File: config.mk
export PLATFORM = sky130hd
export DESIGN_NAME = dmem_arbiter_flat
export DESIGN_NICKNAME = d
export VERILOG_FILES = /design/src/rtl/dmem_arbiter_if.sv /design/src/rtl/dmem_arbiter.sv /design/src/flat_wrapper.sv
export SDC_FILE = /design/constraint.sdc
export NUM_CORES = 1
export LEC_CHECK = 0
export ABC_AREA = 1
export BUFFER_PORTS_ARGS = -buffer_cell sky130_fd_sc_hd__buf_2
export CORE_ASPECT_RATIO = 0.7
export CORE_MARGIN = 2
export CORE_UTILIZATION = 40
export DETAILED_ROUTE_END_ITERATION = 12
export PLACE_DENSITY = 0.68
export RECOVER_POWER = 100
export SYNTH_ARGS = -nofsm -noshare
export SYNTH_HDL_FRONTEND = slang
export SYNTH_SLANG_ARGS = --single-unit
File: constraint.sdc
create_clock -name clk -period 4.99 [get_ports clk]
set_input_delay 0.2495 -clock clk [delete_from_list [all_inputs] [get_ports clk]]
set_output_delay 0.2495 -clock clk [all_outputs]
set_load 0.005 [all_outputs]
File: src/rtl/dmem_arbiter_if.sv
// Request/response bundle for the two data-memory requesters of dmem_arbiter.
// The master modport is the requester side; the slave modport is the arbiter side.
interface dmem_arbiter_if;
  logic        m0_req;
  logic        m0_we;
  logic [31:0] m0_addr;
  logic [31:0] m0_wdata;
  logic        m0_ack;
  logic        m0_done;
  logic        m0_err;
  logic [31:0] m0_rdata;

  logic        m1_req;
  logic        m1_we;
  logic [31:0] m1_addr;
  logic [31:0] m1_wdata;
  logic        m1_ack;
  logic        m1_done;
  logic        m1_err;
  logic [31:0] m1_rdata;

  modport master (
    output m0_req, m0_we, m0_addr, m0_wdata,
    output m1_req, m1_we, m1_addr, m1_wdata,
    input  m0_ack, m0_done, m0_err, m0_rdata,
    input  m1_ack, m1_done, m1_err, m1_rdata
  );

  modport slave (
    input  m0_req, m0_we, m0_addr, m0_wdata,
    input  m1_req, m1_we, m1_addr, m1_wdata,
    output m0_ack, m0_done, m0_err, m0_rdata,
    output m1_ack, m1_done, m1_err, m1_rdata
  );
endinterface

File: src/rtl/dmem_arbiter.sv
// Two-port round-robin arbiter in front of a small data memory.
// Each access takes IDLE -> ACCESS -> DONE; out-of-range addresses complete with err.
module dmem_arbiter #(
  parameter int unsigned ADDR_MAX = 57
) (
  input  logic        clk,
  input  logic        reset,
  dmem_arbiter_if.slave bus,
  output logic        mem_read,
  output logic        mem_write,
  output logic [31:0] mem_addr,
  output logic [31:0] mem_wdata,
  input  logic [31:0] mem_rdata,
  output logic        busy
);

  typedef enum logic [1:0] {IDLE, ACCESS, DONE} state_t;

  state_t      state;
  logic        last_grant;
  logic        owner_p0;
  logic        we_p0;
  logic        legal_p0;

  logic        ack0;
  logic        ack1;
  logic        sel_we;
  logic [31:0] sel_addr;
  logic [31:0] sel_wdata;
  logic        sel_legal;

  logic        done0, done1;
  logic        err0, err1;
  logic [31:0] rdata0, rdata1;

  // On a tie the port that was not granted last wins (last_grant=1 means m1 went last).
  assign ack0 = (state == IDLE) && !reset && bus.m0_req && (!bus.m1_req || last_grant);
  assign ack1 = (state == IDLE) && !reset && bus.m1_req && (!bus.m0_req || !last_grant);

  assign sel_we    = ack1 ? bus.m1_we    : bus.m0_we;
  assign sel_addr  = ack1 ? bus.m1_addr  : bus.m0_addr;
  assign sel_wdata = ack1 ? bus.m1_wdata : bus.m0_wdata;
  assign sel_legal = (sel_addr <= ADDR_MAX);

  assign bus.m0_ack   = ack0;
  assign bus.m1_ack   = ack1;
  assign bus.m0_done  = done0;
  assign bus.m1_done  = done1;
  assign bus.m0_err   = err0;
  assign bus.m1_err   = err1;
  assign bus.m0_rdata = rdata0;
  assign bus.m1_rdata = rdata1;

  always_ff @(posedge clk) begin
    if (reset) begin
      state      <= IDLE;
      last_grant <= 1'b1;
      owner_p0   <= 1'b0;
      we_p0      <= 1'b0;
      legal_p0   <= 1'b0;
      mem_read   <= 1'b0;
      mem_write  <= 1'b0;
      mem_addr   <= '0;
      mem_wdata  <= '0;
      done0      <= 1'b0;
      done1      <= 1'b0;
      err0       <= 1'b0;
      err1       <= 1'b0;
      rdata0     <= '0;
      rdata1     <= '0;
      busy       <= 1'b0;
    end else begin
      case (state)
        // Grant edge: latch the winner's command and launch the strobe
        IDLE: begin
          if (ack0 || ack1) begin
            state      <= ACCESS;
            busy       <= 1'b1;
            last_grant <= ack1;
            owner_p0   <= ack1;
            we_p0      <= sel_we;
            legal_p0   <= sel_legal;
            mem_read   <= sel_legal && !sel_we;
            mem_write  <= sel_legal && sel_we;
            mem_addr   <= sel_addr;
            mem_wdata  <= sel_wdata;
          end
        end
        // Access edge: capture read data, raise the owner's completion
        ACCESS: begin
          state     <= DONE;
          mem_read  <= 1'b0;
          mem_write <= 1'b0;
          done0     <= !owner_p0;
          done1     <= owner_p0;
          err0      <= !owner_p0 && !legal_p0;
          err1      <= owner_p0 && !legal_p0;
          rdata0    <= (!owner_p0 && legal_p0 && !we_p0) ? mem_rdata : 32'd0;
          rdata1    <= (owner_p0 && legal_p0 && !we_p0) ? mem_rdata : 32'd0;
        end
        // Completion edge: retire the pulse and return to arbitration
        DONE: begin
          state  <= IDLE;
          busy   <= 1'b0;
          done0  <= 1'b0;
          done1  <= 1'b0;
          err0   <= 1'b0;
          err1   <= 1'b0;
          rdata0 <= '0;
          rdata1 <= '0;
        end
        default: begin
          state <= IDLE;
          busy  <= 1'b0;
        end
      endcase
    end
  end

endmodule

File: src/flat_wrapper.sv
// flat-port wrapper written by rule: the top's interface ports become plain ports
module dmem_arbiter_flat 
#(
  parameter int unsigned ADDR_MAX = 57
)
  (clk, reset, mem_read, mem_write, mem_addr, mem_wdata, mem_rdata, busy, bus_m0_req, bus_m0_we, bus_m0_addr, bus_m0_wdata, bus_m1_req, bus_m1_we, bus_m1_addr, bus_m1_wdata, bus_m0_ack, bus_m0_done, bus_m0_err, bus_m0_rdata, bus_m1_ack, bus_m1_done, bus_m1_err, bus_m1_rdata);
  dmem_arbiter_if bus_i ();
  input  logic clk;
  input  logic reset;
  output logic mem_read;
  output logic mem_write;
  output logic [31:0] mem_addr;
  output logic [31:0] mem_wdata;
  input  logic [31:0] mem_rdata;
  output logic busy;
  input wire logic [$bits(bus_i.m0_req)-1:0] bus_m0_req;
  input wire logic [$bits(bus_i.m0_we)-1:0] bus_m0_we;
  input wire logic [$bits(bus_i.m0_addr)-1:0] bus_m0_addr;
  input wire logic [$bits(bus_i.m0_wdata)-1:0] bus_m0_wdata;
  input wire logic [$bits(bus_i.m1_req)-1:0] bus_m1_req;
  input wire logic [$bits(bus_i.m1_we)-1:0] bus_m1_we;
  input wire logic [$bits(bus_i.m1_addr)-1:0] bus_m1_addr;
  input wire logic [$bits(bus_i.m1_wdata)-1:0] bus_m1_wdata;
  output wire logic [$bits(bus_i.m0_ack)-1:0] bus_m0_ack;
  output wire logic [$bits(bus_i.m0_done)-1:0] bus_m0_done;
  output wire logic [$bits(bus_i.m0_err)-1:0] bus_m0_err;
  output wire logic [$bits(bus_i.m0_rdata)-1:0] bus_m0_rdata;
  output wire logic [$bits(bus_i.m1_ack)-1:0] bus_m1_ack;
  output wire logic [$bits(bus_i.m1_done)-1:0] bus_m1_done;
  output wire logic [$bits(bus_i.m1_err)-1:0] bus_m1_err;
  output wire logic [$bits(bus_i.m1_rdata)-1:0] bus_m1_rdata;
  assign bus_i.m0_req = bus_m0_req;
  assign bus_i.m0_we = bus_m0_we;
  assign bus_i.m0_addr = bus_m0_addr;
  assign bus_i.m0_wdata = bus_m0_wdata;
  assign bus_i.m1_req = bus_m1_req;
  assign bus_i.m1_we = bus_m1_we;
  assign bus_i.m1_addr = bus_m1_addr;
  assign bus_i.m1_wdata = bus_m1_wdata;
  assign bus_m0_ack = bus_i.m0_ack;
  assign bus_m0_done = bus_i.m0_done;
  assign bus_m0_err = bus_i.m0_err;
  assign bus_m0_rdata = bus_i.m0_rdata;
  assign bus_m1_ack = bus_i.m1_ack;
  assign bus_m1_done = bus_i.m1_done;
  assign bus_m1_err = bus_i.m1_err;
  assign bus_m1_rdata = bus_i.m1_rdata;
  dmem_arbiter #(.ADDR_MAX(ADDR_MAX)) u_core (.clk(clk), .reset(reset), .bus(bus_i), .mem_read(mem_read), .mem_write(mem_write), .mem_addr(mem_addr), .mem_wdata(mem_wdata), .mem_rdata(mem_rdata), .busy(busy));
endmodule
==> results.json, run 1 <==
{
  "grtUsageTotal": 0.2190,
  "diodes": 0,
  "ctsHoldBuffers": 0,
  "gp_congestion": 0.8267,
  "synth_area_sq_um": 6153,
  "rows": 37,
  "postSynthAreaPerCell_sq_um": 7.730,
  "cp_top_family": "buffers and inverters",
  "crit_path_max_fanout": 69,
  "tightest_slew_ns": 2.078,
  "ant_nets": 0,
  "fin_ws_ns": 1.363,
  "finalNetCount": 1230,
  "grt_pass1_wl_um": 29470,
  "cts_setup_buffers": 0,
  "post-route-period-util": 0.7269,
  "critPathKind": "register to register",
  "synth_cell_types": 31,
  "htree_levels": 4,
  "end_kind": "register",
  "first_iter_violations": 420,
  "n_fill_cell": 1483,
  "cts.repair.resized": 0,
  "grt_pass1_vias": 5961,
  "cts_root_buf": "clkbuf_16",
  "slowest_delay_ns": 1.47,
  "antenna_found_initial": 0,
  "crit_path_start_kind": "register",
  "fmax_mhz": 275.7,
  "die_width_um": 152.2,
  "status": "finished, violations left",
  "synthToLayoutAreaGrowth_pct": 32.61,
  "drive_above_1_share": 0.2460,
  "hold_violations": 0,
  "worstPathRequired_ns": 5.26,
  "slowest_stage": "inv_1",
  "p_total_uw": 3989,
  "post-place-ws_ns": 2.179,
  "syn_inst": 796,
  "violations": "max-capacitance violations, max-slew violations",
  "ir_drop_uv": 460.3,
  "tns_ns": 0,
  "rsz0062_at_grt": "no",
  "grt-ovfl-total": 0,
  "ys_ff_latch": 141,
  "slew_viol_final": 109,
  "crit_arrival_ns": 3.89,
  "drt_wl_total_um": 18280,
  "viasPerCell": 4.972,
  "insertion_delay_ns": 0.41,
  "cts_tree": "done",
  "p_per_area_nw_per_um2": 488.8,
  "die_h_um": 107.8,
  "cts.reportedPaths.clkPinSlew_ns": 0.07,
  "power_leakage_uw": 0.004055,
  "dr_total_vias": 6305,
  "routedWlPerCell_um": 14.42,
  "hp-class": "input port to register",
  "cp_cell_sequence": "inv_1 > ha_1 > inv_1 > nor2_4 > clkbuf_2 > a32oi_1 > nor2_1",
  "finalClockSkew_ns": 0.01031,
  "crit_buf_inv": 3,
  "drt_pass1_iterations": 4,
  "pin_count": 303,
  "finalCriticalPeriod_ns": 3.627,
  "cts_buffer_depth": 2,
  "cap_violations": 2,
  "yosysSeqAreaShare": 0.4587,
  "floorplan.initialDensity": 0.4141,
  "setup_violations": 0,
  "crit_start": "u_core.state[0]",
  "crit_path_frequent_cell": "inv_1",
  "dieArea_sq_um": 16410,
  "r2r-start": "u_core.state[0]",
  "grt_max_degree": 95,
  "hp-start": "mem_rdata[25]",
  "max_slew_margin": -0.3866,
  "syn_nets": 966,
  "cts_buffers": 17,
  "core-area_sq_um": 14860,
  "port_buffers": 302,
  "drc": 0,
  "clkSinkCount": 141,
  "dp_hpwl_um": 12590,
  "holdWs_ns": 0.1159,
  "yosysWarnings": 0
}
[sequential cells by signal, indices dropped and copies added (netlist names), 2 cells and up]
register,count
u_core.mem_wdata,32
u_core.mem_addr,32
u_core.state,2
u_core.bus.m0_rdata,32
u_core.bus.m1_rdata,32
[power by group]
part	switching, uW	leakage, uW	internal [uW]
clock network	539	0.000293	759
logic	869	0.00261	389
registers	111	0.00115	1320
[logic make-up after synthesis]
logic type | Yosys count | share of synthesized area
adders and majority gates | 4 | 0.008134
DFF | 141 | 0.4587
and+or+nand+nor | 318 | 0.2196
AOI/OAI and AO/OA | 162 | 0.1987
buffers and inverters | 171 | 0.1149
[worst paths after layout]
path	to	cells after the start	slack, ns
max reg2reg	u_core.bus.m1_rdata[6]	7	1.36
max	u_core.bus.m1_rdata[6]	7	1.36
min reg2reg	u_core.bus.m1_err	2	0.47
min	u_core.bus.m0_rdata[25]	3	0.12
[per-stage QoR]
step	util	cells	cell area [sq um]
6_report	0.5491	1268	8160
5_1_grt	0.5491	1268	8160
4_1_cts	0.5583	1268	8297
3_5_place_dp	0.5177	1236	7694
3_3_place_gp	0.5177	1236	7694
2_1_floorplan	-	796	6153
[worst register-to-register path: stages, from the launching register on]
cell	delay, ns
dfxtp_1	0.33
inv_1	0.09
ha_1	0.32
inv_1	1.47
nor2_4	-0.08
clkbuf_2	0.77
a32oi_1	0.51
nor2_1	0.08
[final cells by class]
| type | instances | area (sq um) | area share |
|---|---|---|---|
| Sequential cell | 141 | 2823 | 0.3459 |
| Multi-Input combinational cell | 484 | 2641 | 0.3237 |
| Timing Repair Buffer | 310 | 1451 | 0.1779 |
| Clock buffer | 17 | 425.4 | 0.05213 |
| Inverter | 106 | 397.9 | 0.04876 |
| Tap cell | 195 | 244.0 | 0.02990 |
| Clock inverter | 15 | 177.7 | 0.02177 |
[Yosys cell counts, drive strengths merged]
cell      n  area share
nand2   168        0.10
dfxtp   141        0.46
inv     105       0.064
nor2     80       0.052
a32oi    64       0.091
o211ai   61       0.074
nand3    44       0.036
buf      33       0.031
clkbuf   32       0.020
nand4    20       0.021
o21ai    20       0.017
a21oi    11      0.0089
o21bai    5      0.0061
ha        4      0.0081
or2       3      0.0031
nor3      2      0.0016
and3      1      0.0010
clkinv    1     0.00061
o31ai     1      0.0012
[cell usage in the layout, fill, tap and decap left out, drive strengths merged, types with 20 or more instances in the layout]
cell type  count
nand4         20
clkbuf       110
o21ai         20
buf          217
nor2          80
dfxtp        141
a32oi         64
nand3         44
nand2        168
o211ai        61
inv          116
[routing by layer]
layer,wire [um],GRT usage,vias to the layer above
li1,-,-,3225
met4,287,0.08545,0
met3,1160,0.04469,23
met1,8266,0.2853,2821
met2,8565,0.3594,236
met5,0,0,-
(Power assumes the default switching activity.)
==> inputs of run 2 (changes only) <==
==> constraint.sdc (replaced) <==
create_clock -name clk -period 3.7 [get_ports clk]
set_input_delay 0.185 -clock clk [delete_from_list [all_inputs] [get_ports clk]]
set_output_delay 0.185 -clock clk [all_outputs]
set_load 0.005 [all_outputs]
==> results.json, run 2 (same netlist as run 1, synthesis figures left out) <==
{
  "critPathKind": "register to register",
  "gp_congestion": 0.8098,
  "floorplan.initialDensity": 0.4141,
  "port_buffers": 302,
  "die_h_um": 107.8,
  "crit_path_max_fanout": 51,
  "end_kind": "register",
  "switching_share": 0.3660,
  "dr_total_vias": 6337,
  "die_width_um": 152.2,
  "rsz0062_at_grt": "no",
  "highest_layer": "met4",
  "tightest_slew_ns": 1.328,
  "fmax_mhz": 365.6,
  "grt_max_degree": 75,
  "finalNetCount": 1232,
  "clkSinkCount": 141,
  "internal_power_uw": 3537,
  "status": "finished, final reports clean",
  "dr_wl_met2_um": 8380,
  "insertion_delay_ns": 0.42,
  "layout_common_cells": "buf_2 (209), nand2_1 (164), dfxtp_1 (141)",
  "switchingPower_uw": 2042,
  "p_total_uw": 5578,
  "antenna_found_initial": 0,
  "routedWlPerCell_um": 14.45,
  "grt_pass1_wl_um": 29640,
  "synthToLayoutAreaGrowth_pct": 34.20,
  "cts.reportedPaths.clkPinSlew_ns": 0.07,
  "comb_power_share": 0.313,
  "seqPwrFrac": 0.347,
  "dieArea_sq_um": 16410,
  "finalClockSkew_ns": 0.01440,
  "htree_levels": 4,
  "ctsHoldBuffers": 0,
  "viasPerCell": 4.990,
  "post-route-period-util": 0.7392,
  "tns_ns": 0,
  "drt_pass1_iterations": 5,
  "cap_violations": 0,
  "diodes": 0,
  "max_slew_margin": 0.1147,
  "setup_violations": 0,
  "crit_path_start_kind": "register",
  "rows": 37,
  "crit_arrival_ns": 3.03,
  "drt_wl_total_um": 18350,
  "cts_root_buf": "clkbuf_16",
  "clkPwrFrac": 0.340,
  "finalCriticalPeriod_ns": 2.735,
  "hp-class": "input port to register",
  "p_per_area_nw_per_um2": 675.5,
  "cts_buffers": 17,
  "ir_drop_uv": 449.8,
  "first_iter_violations": 363,
  "cts_setup_buffers": 0,
  "mostFrequentLayoutCell": "buf_2",
  "grt-ovfl-total": 0,
  "cts_buffer_depth": 2,
  "slew_viol_final": 0,
  "dp_hpwl_um": 12770,
  "grtUsageTotal": 0.2217,
  "drc": 0,
  "power_leakage_uw": 0.004099,
  "cts_tree": "done",
  "cts.repair.resized": 0,
  "wl_met1_um": 8445,
  "pin_count": 303,
  "grt_pass1_vias": 5979,
  "core-area_sq_um": 14860,
  "worstPathRequired_ns": 4.00,
  "hold_violations": 0,
  "ant_nets": 0,
  "route.met3.wl_um": 1185,
  "drive_above_1_share": 0.2474
}
==> run 2: final timing paths <==
| kind | slack [ns] | end | from | cells after the start |
|---|---|---|---|---|
| worst max-delay path | 0.97 | u_core.mem_addr[29] | u_core.state[0] | 10 |
| worst min-delay path | 0.05 | u_core.bus.m0_rdata[30] | mem_rdata[30] | 3 |
| worst max register to register | 0.97 | u_core.mem_addr[29] | u_core.state[0] | 10 |
| worst min register to register | 0.47 | u_core.bus.m0_done | u_core.bus.m0_done | 2 |
==> run 2: per-stage QoR <==
stage            util  setup slack (ns)  hold WS [ns]  cell area (sq um)  std cells
4_1_cts        0.5639             1.204       0.03214               8381       1270
3_5_place_dp   0.5196             1.259        0.4603               7721       1238
5_1_grt        0.5557            0.6101       0.05037               8258       1270
6_report       0.5557            0.9651       0.04576               8258       1270
2_1_floorplan       -             1.967        0.3584               6153        796
3_3_place_gp   0.5196             1.324        0.4544               7721       1238
==> run 2: power by group through the flow <==
stage | logic (uW) | registers (uW) | clock network [uW]
global route | 1950 | 1970 | 1990
finish | 1740 | 1940 | 1900
CTS | 1800 | 1930 | 1930
global placement | 1780 | 1960 | 0
floorplan | 1160 | 1960 | 0
detailed placement | 1790 | 1950 | 0
==> run 2: worst max-delay path, cell delays in order (launching register included) <==
cell and delay, ns:
dfxtp_1 0.31, inv_1 0.11, ha_1 0.26, inv_1 0.14, nor2_8 0.25, nand2_1 0.15, nand2_4 0.44, clkbuf_2 0.62
nand3_1 0.14, o211ai_1 0.11, inv_1 0.07
==> run 2: area by class of cell <==
cell class | instances | area, sq um
Inverter | 106 | 397.9
Fill cell | 1460 | 6603
Tap cell | 195 | 244.0
Clock buffer | 17 | 425.4
Sequential cell | 141 | 2823
Multi-Input combinational cell | 484 | 2655
Timing Repair Buffer | 312 | 1479
Clock inverter | 15 | 234.0
==> run 2: layer usage <==
layer / track usage / up-vias
met5: 0 / -
li1: - / 3226
met2: 0.3584 / 221
met4: 0.07944 / 0
met3: 0.05717 / 28
met1: 0.2884 / 2862
==> inputs of run 3 (changes only) <==
--- a/config.mk
+++ b/config.mk
@@ -11,7 +11,7 @@
 export CORE_MARGIN = 2
 export CORE_UTILIZATION = 40
 export DETAILED_ROUTE_END_ITERATION = 12
-export PLACE_DENSITY = 0.68
+export PLACE_DENSITY = 0.71
 export RECOVER_POWER = 100
 export SYNTH_ARGS = -nofsm -noshare
 export SYNTH_HDL_FRONTEND = slang
==> constraint.sdc (replaced) <==
create_clock -name clk -period 2.5 [get_ports clk]
set_input_delay 0.125 -clock clk [delete_from_list [all_inputs] [get_ports clk]]
set_output_delay 0.125 -clock clk [all_outputs]
set_load 0.005 [all_outputs]
==> results.json, run 3 (same netlist as run 1, synthesis figures left out) <==
{
  "status": "finished, final reports clean",
  "rrSetupSlack_ns": 0.28,
  "slowest_delay_ns": 0.37,
  "crit_buf_inv": 4,
  "setup_violations": 0,
  "dp_hpwl_um": 12770,
  "layout_common_cells": "buf_2 (206), nand2_1 (164), dfxtp_1 (141)",
  "cp.depth": 6,
  "multi_input_area_sq_um": 2643,
  "post-route-period-util": 0.8958,
  "regArea_sq_um": 2823,
  "drc": 0,
  "core-area_sq_um": 14860,
  "clkSinkCount": 141,
  "drt_wl_total_um": 18650,
  "crit_arrival_ns": 2.11,
  "cts_tree": "done",
  "mostFrequentLayoutCell": "buf_2",
  "cp_top_family": "buffers and inverters",
  "max_slew_margin": 0.07891,
  "diodes": 0,
  "htree_levels": 4,
  "ir_drop_uv": 704.6,
  "grt_max_degree": 73,
  "r2r-start": "u_core.state[0]",
  "worstPathRequired_ns": 2.38,
  "tns_ns": 0,
  "cts_buffers": 17,
  "crit_path_start_kind": "register",
  "finalNetCount": 1267,
  "grt_pass1_vias": 6010,
  "hold_violations": 0,
  "crit_path_max_fanout": 34,
  "cts_setup_buffers": 0,
  "slew_viol_final": 0,
  "cp_cell_sequence": "inv_1 > ha_1 > nand4_1 > inv_1 > buf_6 > buf_2",
  "die_h_um": 107.8,
  "port_buffers": 302,
  "n_fill_cell": 1446,
  "p_per_area_nw_per_um2": 940.1,
  "fin_cells": 1305,
  "ant_nets": 0,
  "dieArea_sq_um": 16410,
  "power_leakage_uw": 0.004202,
  "r2r_cells": 6,
  "hp-class": "input port to register",
  "drt_pass1_iterations": 4,
  "die_width_um": 152.2,
  "fmax_mhz": 446.6,
  "floorplan.initialDensity": 0.4141,
  "routedWlPerCell_um": 14.29,
  "grt-ovfl-total": 0,
  "rsz0062_at_grt": "no",
  "dp_cells": 1242,
  "synthToLayoutAreaGrowth_pct": 38.45,
  "insertion_delay_ns": 0.41,
  "critPathKind": "register to primary output",
  "grt_pass1_wl_um": 30140,
  "cts_buffer_depth": 2,
  "tightest_slew_ns": 1.382,
  "cts_root_buf": "clkbuf_16",
  "finalClockSkew_ns": 0.009755,
  "gp_congestion": 0.8141,
  "finalCriticalPeriod_ns": 2.239,
  "viasPerCell": 4.948,
  "whs_endpoint": "u_core.bus.m0_rdata[28]",
  "cap_violations": 0,
  "hp-start": "mem_rdata[28]",
  "slowest_stage": "inv_1",
  "cts.reportedPaths.clkPinSlew_ns": 0.06,
  "grtUsageTotal": 0.2226,
  "drive_above_1_share": 0.2414,
  "first_iter_violations": 522,
  "rows": 37,
  "dr_total_vias": 6457,
  "crit_path_frequent_cell": "inv_1",
  "end_kind": "primary output",
  "antenna_found_initial": 0,
  "holdPathStages": 3,
  "r2r_end": "u_core.bus.m1_err",
  "pin_count": 303
}
run 3: changes by cell type in the layout (fill, tap and decap cells not counted), moves of 2 or more:
cell / change
buf_2: -3
buf_4: +3
bufinv_16: -4
clkbuf_1: +4
clkbuf_2: -2
dlygate4sd3_1: +31
inv_1: -2
inv_2: +2
inv_8: +3
run 3: worst max path at each step:
| stage | startpoint | to | slack, ns |
|---|---|---|---|
| after floorplan | u_core.state[0] | u_core.bus.m0_rdata[21] | 0.77 |
| after global placement | u_core.state[0] | u_core.mem_addr[8] | 0.41 |
| after detailed placement | u_core.state[0] | u_core.mem_addr[3] | 0.33 |
| after CTS | u_core.state[0] | bus_m1_ack | 0.16 |
| after global routing | u_core.state[0] | u_core.mem_read | 0.03 |
| final | u_core.state[0] | bus_m1_ack | 0.26 |
run 3: tightest hold or removal path: cells and delay by family:
| kind | cells | cell delay, ns |
|---|---|---|
| buffers and inverters | 1 | 0.09 |
| AOI/OAI and AO/OA | 1 | 0.09 |
| and+or+nand+nor | 1 | 0.08 |
run 3: repair_timing:
action,4_1_cts,5_1_grt
setup endpoints to repair,0,1
hold buffers,31,0
endpoints found under the hold margin,54,0
gates resized for setup,0,1
run 3: per-layer routing:
layer / wire (um) / share of wire / track usage / up-vias
met1: 8374 / 0.45 / 0.2946 / 2899
met3: 1260 / 0.068 / 0.05636 / 27
met2: 8633 / 0.46 / 0.3597 / 234
met5: 0 / 0 / 0 / -
met4: 382 / 0.020 / 0.06809 / 0
li1: - / - / - / 3297
run 3: area by class of cell:
| type | count | area share |
|---|---|---|
| clock inverters | 15 | 0.01806 |
| multi-input cells | 484 | 0.3102 |
| inverters | 106 | 0.04670 |
| repair buffers | 347 | 0.2152 |
| clock buffers | 17 | 0.04993 |
| well taps | 195 | 0.02864 |
| flip-flops and latches | 141 | 0.3313 |
run 3: power breakdown:
part / switching, uW / internal (uW)
clock network: 1050 / 1410
registers: 216 / 2640
logic: 1800 / 898
run 3: through the flow:
stage | util | total power, uW | setup slack (ns) | hold WS, ns | instance area, sq um
finish | 0.5733 | 8009 | 0.2606 | 0.02352 | 8519
global route | 0.5733 | 8538 | 0.03365 | 0.03229 | 8519
CTS | 0.5823 | 8128 | 0.1624 | 0.003960 | 8653
detailed placement | 0.5224 | 5609 | 0.3291 | 0.4080 | 7764
global placement | 0.5224 | 5602 | 0.4062 | 0.4016 | 7764
floorplan | - | 4624 | 0.7670 | 0.2984 | 6153
